`src/rtl/keylock_pkg.sv`:
```
// Shared types and constants for the keypad-lock sender and its shift register.
package keylock_pkg;

  localparam int unsigned DIGIT_W   = 4;
  localparam logic [3:0]  KEY_IDLE  = 4'hF;
  localparam int unsigned DIGIT_MAX = 9;
  localparam logic [23:0] DEFAULT_CODE = 24'h335256;

  typedef enum logic [2:0] {
    ST_IDLE,
    ST_SEND,
    ST_CHECK,
    ST_DONE,
    ST_GAP
  } state_e;

endpackage

```
`src/rtl/keycode_shreg.sv`:
```
// Holds the not-yet-sent digits of a code; presents the next digit and flags the last send cycle.
module keycode_shreg
  import keylock_pkg::*;
#(
  parameter int unsigned NUM_DIGITS = 6
) (
  input  logic                                clk,
  input  logic                                reset,
  input  logic                                load,
  input  logic                                shift,
  input  logic [DIGIT_W*(NUM_DIGITS-1)-1:0]   tail,
  output logic [DIGIT_W-1:0]                  digit_c,
  output logic                                last_c
);

  localparam int unsigned TAIL_W = DIGIT_W * (NUM_DIGITS - 1);
  localparam int unsigned CNT_W  = (NUM_DIGITS > 1) ? $clog2(NUM_DIGITS) : 1;

  logic [TAIL_W-1:0] data_q, data_d;
  logic [CNT_W-1:0]  cnt_q, cnt_d;

  // The first digit leaves via the top module, so only digits 1..N-1 are stored here.
  always_comb begin
    data_d = data_q;
    cnt_d  = cnt_q;
    if (load) begin
      data_d = tail;
      cnt_d  = '0;
    end else if (shift) begin
      data_d = data_q << DIGIT_W;
      cnt_d  = cnt_q + CNT_W'(1);
    end
  end

  always_ff @(posedge clk) begin
    if (reset) begin
      data_q <= '0;
      cnt_q  <= '0;
    end else begin
      data_q <= data_d;
      cnt_q  <= cnt_d;
    end
  end

  assign digit_c = data_q[TAIL_W-1 -: DIGIT_W];
  assign last_c  = (cnt_q == CNT_W'(NUM_DIGITS - 1));

endmodule

```
`src/rtl/keycode_sender.sv`:
```
// Sends a stored keypad code to the lock one digit per clock, then reports whether it opened.
// Optional retry on timeout is enabled by defining KEYCODE_SENDER_RETRY_EN.
module keycode_sender
  import keylock_pkg::*;
#(
  parameter int unsigned        NUM_DIGITS   = 6,
  parameter int unsigned        CHECK_CYCLES = 4,
  parameter logic [DIGIT_W-1:0] IDLE_KEY     = KEY_IDLE
`ifdef KEYCODE_SENDER_RETRY_EN
  ,
  parameter int unsigned        MAX_RETRY    = 2
`endif
) (
  input  logic                          clk,
  input  logic                          reset,
  input  logic                          start,
  input  logic [DIGIT_W*NUM_DIGITS-1:0] code,
  input  logic                          locked,
  output logic [DIGIT_W-1:0]            key,
  output logic                          key_valid,
  output logic                          busy,
  output logic                          done,
  output logic                          success,
  output logic                          bad_digit
`ifdef KEYCODE_SENDER_RETRY_EN
  ,
  output logic [1:0]                    retry_cnt
`endif
);

  localparam int unsigned CODE_W = DIGIT_W * NUM_DIGITS;
  localparam int unsigned TAIL_W = CODE_W - DIGIT_W;
  localparam int unsigned CHK_W  = (CHECK_CYCLES > 1) ? $clog2(CHECK_CYCLES) : 1;

  state_e               state_q, state_d;
  logic [CHK_W-1:0]     chk_cnt_q, chk_cnt_d;
  logic [DIGIT_W-1:0]   key_q, key_d;
  logic                 key_valid_q, key_valid_d;
  logic                 busy_q, busy_d;
  logic                 done_q, done_d;
  logic                 success_q, success_d;
  logic                 bad_digit_q, bad_digit_d;
`ifdef KEYCODE_SENDER_RETRY_EN
  logic [CODE_W-1:0]    code_q, code_d;
  logic [1:0]           retry_q, retry_d;
`endif

  logic                 code_bad_c;
  logic                 sr_load, sr_shift;
  logic [TAIL_W-1:0]    sr_tail;
  logic [DIGIT_W-1:0]   first_digit;
  logic [DIGIT_W-1:0]   sr_digit_c;
  logic                 sr_last_c;

  keycode_shreg #(
    .NUM_DIGITS (NUM_DIGITS)
  ) u_shreg (
    .clk     (clk),
    .reset   (reset),
    .load    (sr_load),
    .shift   (sr_shift),
    .tail    (sr_tail),
    .digit_c (sr_digit_c),
    .last_c  (sr_last_c)
  );

  always_comb begin
    code_bad_c = 1'b0;
    for (int i = 0; i < int'(NUM_DIGITS); i++) begin
      if (code[i*DIGIT_W +: DIGIT_W] > DIGIT_W'(DIGIT_MAX)) code_bad_c = 1'b1;
    end
  end

  // Next state, status flags and registered output values.
  always_comb begin
    state_d     = state_q;
    chk_cnt_d   = chk_cnt_q;
    success_d   = success_q;
    bad_digit_d = bad_digit_q;
    sr_load     = 1'b0;
    sr_shift    = 1'b0;
    sr_tail     = code[TAIL_W-1:0];
    first_digit = code[CODE_W-1 -: DIGIT_W];
`ifdef KEYCODE_SENDER_RETRY_EN
    code_d      = code_q;
    retry_d     = retry_q;
`endif

    case (state_q)
      ST_IDLE: begin
        if (start) begin
          success_d   = 1'b0;
          bad_digit_d = code_bad_c;
`ifdef KEYCODE_SENDER_RETRY_EN
          code_d      = code;
          retry_d     = 2'd0;
`endif
          if (code_bad_c) begin
            state_d = ST_DONE;
          end else begin
            state_d = ST_SEND;
            sr_load = 1'b1;
          end
        end
      end
      ST_SEND: begin
        sr_shift = 1'b1;
        if (sr_last_c) begin
          state_d   = ST_CHECK;
          chk_cnt_d = '0;
        end
      end
      ST_CHECK: begin
        if (!locked) begin
          success_d = 1'b1;
          state_d   = ST_DONE;
        end else if (chk_cnt_q == CHK_W'(CHECK_CYCLES - 1)) begin
`ifdef KEYCODE_SENDER_RETRY_EN
          if (retry_q < 2'(MAX_RETRY)) begin
            state_d = ST_GAP;
            retry_d = retry_q + 2'd1;
          end else begin
            state_d = ST_DONE;
          end
`else
          state_d = ST_DONE;
`endif
        end else begin
          chk_cnt_d = chk_cnt_q + CHK_W'(1);
        end
      end
`ifdef KEYCODE_SENDER_RETRY_EN
      ST_GAP: begin
        state_d     = ST_SEND;
        sr_load     = 1'b1;
        sr_tail     = code_q[TAIL_W-1:0];
        first_digit = code_q[CODE_W-1 -: DIGIT_W];
      end
`endif
      ST_DONE: state_d = ST_IDLE;
      default: state_d = ST_IDLE;
    endcase

    // Outputs lead the state by one edge so they line up with the state they describe.
    key_valid_d = (state_d == ST_SEND);
    key_d       = key_valid_d ? (sr_load ? first_digit : sr_digit_c) : IDLE_KEY;
    busy_d      = (state_d == ST_SEND) || (state_d == ST_CHECK) || (state_d == ST_GAP);
    done_d      = (state_d == ST_DONE);
  end

  always_ff @(posedge clk) begin
    if (reset) begin
      state_q     <= ST_IDLE;
      chk_cnt_q   <= '0;
      key_q       <= IDLE_KEY;
      key_valid_q <= 1'b0;
      busy_q      <= 1'b0;
      done_q      <= 1'b0;
      success_q   <= 1'b0;
      bad_digit_q <= 1'b0;
`ifdef KEYCODE_SENDER_RETRY_EN
      code_q      <= '0;
      retry_q     <= 2'd0;
`endif
    end else begin
      state_q     <= state_d;
      chk_cnt_q   <= chk_cnt_d;
      key_q       <= key_d;
      key_valid_q <= key_valid_d;
      busy_q      <= busy_d;
      done_q      <= done_d;
      success_q   <= success_d;
      bad_digit_q <= bad_digit_d;
`ifdef KEYCODE_SENDER_RETRY_EN
      code_q      <= code_d;
      retry_q     <= retry_d;
`endif
    end
  end

  assign key       = key_q;
  assign key_valid = key_valid_q;
  assign busy      = busy_q;
  assign done      = done_q;
  assign success   = success_q;
  assign bad_digit = bad_digit_q;
`ifdef KEYCODE_SENDER_RETRY_EN
  assign retry_cnt = retry_q;
`endif

endmodule

```
`config.mk`:
```
export PLATFORM = sky130hd
export DESIGN_NAME = keycode_sender
export DESIGN_NICKNAME = d
export VERILOG_FILES = /design/src/rtl/keylock_pkg.sv /design/src/rtl/keycode_shreg.sv /design/src/rtl/keycode_sender.sv
export SDC_FILE = /design/constraint.sdc
export NUM_CORES = 1
export LEC_CHECK = 0
export CORE_MARGIN = 2
export CORE_UTILIZATION = 40
export DETAILED_ROUTE_END_ITERATION = 10
export GPL_ROUTABILITY_DRIVEN = 1
export HOLD_SLACK_MARGIN = 0.06
export PLACE_DENSITY_LB_ADDON = 0.25
export SYNTH_ARGS = -nofsm -noshare
export SYNTH_HDL_FRONTEND = slang
export SYNTH_HIERARCHICAL = 1
export SYNTH_SLANG_ARGS = --single-unit
```
`constraint.sdc`:
```
create_clock -name clk -period 4.3 [get_ports clk]
set_input_delay 1.075 -clock clk [delete_from_list [all_inputs] [get_ports clk]]
set_output_delay 1.075 -clock clk [all_outputs]
set_load 0.005 [all_outputs]
```
After elaboration in Yosys (flattened, before gate mapping)
Cells that the tools add are included.
- bits in registers: 37
- latch bits: 0
- RAM bits: 0
- bits in read-only memories: 0
- bits of input ports: 28
- output and inout port bits: 9
- word-level logic and storage cells: 69
- memories: 0
- add/sub/neg operators: 2
- $mul: 0
- divide/modulo/power cells: 0
- magnitude comparators: 6
- eq/ne operators: 13
- shift operators: 0
- multiplexer cells: 26
- bitwise gates (word level): 1
- reduce and logical (&&, ||, !) cells: 11
- operators by type and width (cell ; count):
    20-bit 2-to-1 mux ; 2
    4-bit greater-than comparator, second input constant ; 6
    1-bit 2-to-1 mux ; 12
    3-bit 2-to-1 mux ; 4
    2-bit != test, second input constant ; 5
    3-bit by 2-bit == test with 1-bit output, second input constant ; 3
    3-bit one-hot mux with 3 select lines ; 1
    2-bit 2-to-1 mux ; 4
    3-bit by 1-bit == test with 1-bit output, second input constant ; 2
    3-bit == test, second input constant ; 2
    2-bit nonzero test ; 3
    4-bit 2-to-1 mux ; 1
    2-bit one-hot mux with 2 select lines ; 1
    4-bit AND reduction ; 1
    2-bit OR reduction ; 2
    3-bit by 1-bit adder with 3-bit output, second input constant ; 1
    3-bit zero test ; 1
    3-bit AND reduction ; 1
    2-bit by 1-bit adder with 2-bit output, second input constant ; 1
    2-bit == test, second input constant ; 1
    1-bit logical OR ; 2
    1-bit one-hot mux with 2 select lines ; 1
    2-bit AND reduction ; 1
    1-bit NOT ; 1

Logic depth before layout (Yosys ltp)
- word-level depth: 13
- depth in mapped cells: 9
- depth with buffers taken out: 8

By module
The synthesis kept the hierarchy.
- modules (own cells, without submodules) (module ; instances ; cells each ; area an instance (sq um) ; seq. area each (sq um)):
    keycode_shreg ; 1 ; 108 ; 1131.1 ; 460.4
    keycode_sender ; 1 ; 72 ; 638.1 ; 280.3

Worst setup path after synthesis
No wires, ideal clock.
- path kind: input to register
- start point: input port start
- end point: register u_shreg.data_q[4]
- library setup time: 0.134 ns
- arrival time: 2.430 ns
- path slack: 1.735 ns
- cell stages on the path: 7
- cells stage by stage: nor4b_1 -> nand3_1 -> nor2_1 -> buf_6 -> clkbuf_1 -> nor2b_1 -> a211oi_2
- longest elaborated chain between the ends: 3
- elaborated cells between the ends (all ways): 4
- RTL lines (item ; line ; source):
    from (decl) ; keycode_sender.sv:16 ; input logic start,
    1-bit 2-to-1 mux (*) ; keycode_sender.sv:91 ; if (start) begin
    1-bit 2-to-1 mux (*) ; keycode_sender.sv:89 ; case (state_q)
    named net sr_load ; keycode_sender.sv:49 ; logic sr_load, sr_shift;
    20-bit 2-to-1 mux / 2-bit nonzero test (equally long branches) ; n/a ;
    to (signal assigned) ; keycode_shreg.sv:40 ; data_q <= data_d;
    to (decl) ; keycode_shreg.sv:19 ; logic [TAIL_W-1:0] data_q, data_d;
Mark *: on every way through the listed nets, which the timed path passes. The rest lies on a longest branch.
A chain may end at the register's enable or synchronous reset.

Worst setup path after layout
- start point: input port code[2]
- end point: register u_shreg.data_q[5]
- longest elaborated chain between the ends: 11
- elaborated cells between the ends (all ways): 12
- RTL lines (item ; line ; source):
    from (decl) ; keycode_sender.sv:17 ; input logic [DIGIT_W*NUM_DIGITS-1:0] code,
    4-bit greater-than comparator (*) ; keycode_sender.sv:70 ; if (code[i*DIGIT_W +: DIGIT_W] > DIGIT_W'(DIGIT_MAX)) code_bad_c = 1'b1;
    1-bit 2-to-1 mux (*) (6 in a row) ; keycode_sender.sv:70 ;
    1-bit 2-to-1 mux (*) ; keycode_sender.sv:98 ; if (code_bad_c) begin
    1-bit 2-to-1 mux (*) ; keycode_sender.sv:91 ;
    1-bit 2-to-1 mux (*) ; keycode_sender.sv:89 ;
    named net sr_load ; keycode_sender.sv:49 ;
    20-bit 2-to-1 mux / 2-bit nonzero test (equally long branches) ; n/a ;
Marked as above.

==> summary.txt <==
Final layout
  • Diode count: 0
  • Proportion of layout cells with a drive suffix above 1: 7.58%
  • Nets: 242
  • Number of standard cells in the final layout excluding fillers: 263
  • Growth of design area from synthesis to finish: 22.8%

Clock tree
  • Number of gates given a new drive strength after cts: 0
  • Clock latency of the later-clocked register in the worst-skew pair: 0.30 ns
  • CTS tree: yes
  • Number of buffers created by CTS: 5
  • Number of H-tree branching levels: 2
  • Number of setup buffers added after CTS: 0
  • Number of buffers on the longest clock path: 2
  • Count of hold buffers inserted by post-cts repair: 0
  • Root Driver: sky130_fd_sc_hd__clkbuf_8
  • Register clock-pin slew on the reported worst setup and hold paths: 0.07 ns
  • Number of sinks handled by clock tree synthesis: 37

Hold path
  • Cell depth of the worst min-delay path: 2
  • Worst hold path class: reg2reg

Logic synthesis
  • Dominant register cell in the synthesized netlist: sky130_fd_sc_hd__dfxtp_1
  • Top area cells in the synthesized netlist: sky130_fd_sc_hd__dfxtp_1 (42%), sky130_fd_sc_hd__mux2i_1 (9.6%), sky130_fd_sc_hd__a211oi_1 (6.4%)
  • Number of synthesized flops with an enable pin: 0
  • Net Count, Synth: 211
  • Yosys warning count: 6
  • Cell accounting for the most synthesized area: sky130_fd_sc_hd__dfxtp_1
  • Number of register bits inferred by synthesis: 37
  • Post-Syn Area per Cell: 9.83 um2
  • Cell count after synthesis: 180
  • Portion of the post-synthesis area used by sequential elements: 41.9%
  • Share of Yosys cell area claimed by the top area cell type: 41.9%
  • Async set-reset flop share out of synthesis: 0%
  • Number of unique standard cell types used by synthesis: 39
  • Area of the mapped netlist: 0.00177 mm2

Routing
  • Total number of vias: 1364
  • Detailed-router iteration count before antenna repair: 4
  • Drt via density: 5.19
  • Wire length per cell: 13.2 um
  • Count of antenna-violating nets left after detailed routing: 0
  • Residual DRC count: 0
  • First-iteration detailed-routing DRC count: 46
  • Final Routed Wirelength: 3480 um

Floorplanning
  • Die width: 70.5 um
  • Die Ht: 70.5 um
  • Number of primary I/O pins: 37
  • Core Rows: 24
  • Full die area: 0.00497 mm2
  • Initial Utilization: 41.2%
  • Core region area: 0.00429 mm2

Flow run
  • Number of maximum-capacitance constraint violations: 0

STA
  • Final worst path period need: 3.04 ns
  • Clock skew: 0.00685 ns
  • Setup Total Neg Slack: 0 ns
  • Worst Max-Slew Pin Slew: 0.557 ns
  • Worst relative slew slack: 62.8%
  • Final hold violations: 0
  • Unrepaired setup endpoints after global routing: false
  • Pins over their slew limit: 0
  • Final setup violating endpoints: 0
  • Highest attainable clock frequency: 329 MHz
  • Final worst-path cycle share: 70.7%

Critical path
  • Flop-to-flop setup slack: 2.08 ns
  • Critical Path AT: 3.24 ns
  • Worst Setup EP: u_shreg/data_q[5]$_SDFFE_PP0P_
  • Sort of element at the start of the critical path: input port
  • Crit Path Class: in2reg
  • Critical Path End Type: flip-flop
  • Worst path required time: 4.50 ns
  • Cells on worst reg2reg path: 6
  • Origin of the critical flop-to-flop path: state_q[2]$_SDFF_PP0_
  • Crit path max fanout: 33
  • Worst reg2reg endpoint: u_shreg/data_q[5]$_SDFFE_PP0P_
  • Setup crit start: code[2]

Global routing
  • Global routing usage summed across all routing layers: 15.6%
  • Largest net degree at the start of global routing: 34
  • First-pass GRT wire length: 6090 um
  • Via count of the first global-routing pass: 1363
  • Antenna violations before repair: 0
  • Overflow left after global routing: 0

Power
  • Clock share of power: 36.7%
  • Sw frac: 22.6%
  • Cell internal power dissipation: 516 uW
  • Leakage power figure: 0.727 nW
  • Peak supply drop: 171 uV
  • Switching power summed over all nets: 151 uW
  • PD cells: 307 mW/mm2
  • Sequential share of power: 53.2%
  • Combinational share of power: 10.0%

Placed design
  • Hpwl dp: 2320 um
  • Number of buffers inserted by port buffering: 36
  • Gp weighted congestion: 0.727
  • Placed Instances: 256

Outcome
  • Outcome: finished, final reports clean
## registers in the layout (all words and copies together), names as in the netlist
register and flops:
key_valid 1, done 1, u_shreg/data_q 20, busy 1, bad_digit 1, success 1, u_shreg/cnt_q 3, chk_cnt_q 2
state_q 3, key 4
## power groups by stage
stage | clock network, mW | registers [mW] | logic, mW
after global placement | 0 | 0.363 | 0.0670
after global routing | 0.266 | 0.356 | 0.0737
after detailed placement | 0 | 0.363 | 0.0669
after CTS | 0.253 | 0.355 | 0.0674
after floorplan | 0 | 0.362 | 0.0305
final | 0.245 | 0.355 | 0.0670
## stage by stage
step                      utilization (%)  hold slack (ns)  total power [mW]  setup slack [ns]  area, um2
after global placement               48.6            0.466             0.430              1.01       2090
after detailed placement             48.6            0.482             0.430             0.958       2090
after CTS                            50.6            0.492             0.675              1.25       2170
final                                50.6            0.490             0.667              1.26       2170
after floorplan                         -            0.447             0.392              1.74       1770
after global routing                 50.6            0.528             0.695              1.02       2170
## area by class of cell
type                            count  area, um2
Multi-Input combinational cell    125        886
Fill cell                         421       2120
Clock buffer                        7       86.3
Timing Repair Buffer               39        383
Sequential cell                    37        741
Inverter                            3       11.3
Tap cell                           52       65.1
## synthesized netlist by cell type, types with 2 or more instances
| library cell | instances |
|---|---|
| sky130_fd_sc_hd__a211oi_1 | 15 |
| sky130_fd_sc_hd__a211oi_2 | 2 |
| sky130_fd_sc_hd__a21oi_1 | 8 |
| sky130_fd_sc_hd__and2b_1 | 2 |
| sky130_fd_sc_hd__buf_12 | 2 |
| sky130_fd_sc_hd__buf_2 | 2 |
| sky130_fd_sc_hd__buf_4 | 4 |
| sky130_fd_sc_hd__buf_6 | 4 |
| sky130_fd_sc_hd__clkbuf_1 | 3 |
| sky130_fd_sc_hd__dfxtp_1 | 37 |
| sky130_fd_sc_hd__ha_1 | 3 |
| sky130_fd_sc_hd__inv_1 | 3 |
| sky130_fd_sc_hd__mux2i_1 | 17 |
| sky130_fd_sc_hd__nand2_1 | 6 |
| sky130_fd_sc_hd__nand4_1 | 2 |
| sky130_fd_sc_hd__nor2_1 | 10 |
| sky130_fd_sc_hd__nor2b_1 | 17 |
| sky130_fd_sc_hd__nor3_1 | 6 |
| sky130_fd_sc_hd__nor4b_1 | 2 |
| sky130_fd_sc_hd__o21ai_0 | 11 |
| sky130_fd_sc_hd__or3_1 | 2 |
| sky130_fd_sc_hd__or3b_1 | 5 |
## placed cells by master, fill, tap and decap left out, drive strengths merged, types with 5 or more instances in the layout
| cell type | instances |
|---|---|
| a211oi | 17 |
| a21oi | 8 |
| clkbuf | 7 |
| clkdlybuf4s50 | 36 |
| dfxtp | 37 |
| mux2i | 17 |
| nand2 | 6 |
| nor2 | 10 |
| nor2b | 17 |
| nor3 | 6 |
| o21ai | 13 |
| or3b | 5 |
## per-layer routing
metal  GRT usage, %  up-vias  wire length [um]
li1               -      705                 -
met1           20.4      613              1650
met2           23.5       35              1560
met3           4.04       11               164
met4           8.33        0                97
met5              0        -                 0
## worst max-delay path: stages
cell and delay [ns]:
sky130_fd_sc_hd__clkdlybuf4s50_1 0.41, sky130_fd_sc_hd__o21ai_0 0.32, sky130_fd_sc_hd__nand4_1 0.29, sky130_fd_sc_hd__nor2_1 0.17
sky130_fd_sc_hd__buf_4 0.31, sky130_fd_sc_hd__inv_1 0.34, sky130_fd_sc_hd__a211oi_1 0.30
## how the worst min path moves through the flow
stage	start	to
finish	chk_cnt_q[1]$_SDFFE_PP0P_	chk_cnt_q[1]$_SDFFE_PP0P_
global route	chk_cnt_q[1]$_SDFFE_PP0P_	chk_cnt_q[1]$_SDFFE_PP0P_
floorplan	chk_cnt_q[1]$_SDFFE_PP0P_	chk_cnt_q[1]$_SDFFE_PP0P_
global placement	chk_cnt_q[1]$_SDFFE_PP0P_	chk_cnt_q[1]$_SDFFE_PP0P_
CTS	chk_cnt_q[1]$_SDFFE_PP0P_	chk_cnt_q[1]$_SDFFE_PP0P_
detailed placement	chk_cnt_q[1]$_SDFFE_PP0P_	chk_cnt_q[1]$_SDFFE_PP0P_
## logic make-up after synthesis
kind of cell             count (synthesis)  share of synthesized area [%]
buffers and inverters                   18                           8.35
XOR/XNOR                                 1                          0.495
multiplexers                            17                           9.62
AO/OA/AOI/OAI                           42                           16.2
AND/OR/NAND/NOR                         61                           21.1
adder cells (fa/ha/maj)                  3                           2.12
flip-flops                              37                           41.9
other                                    1                          0.212
Power figures use the tool's default switching activity.
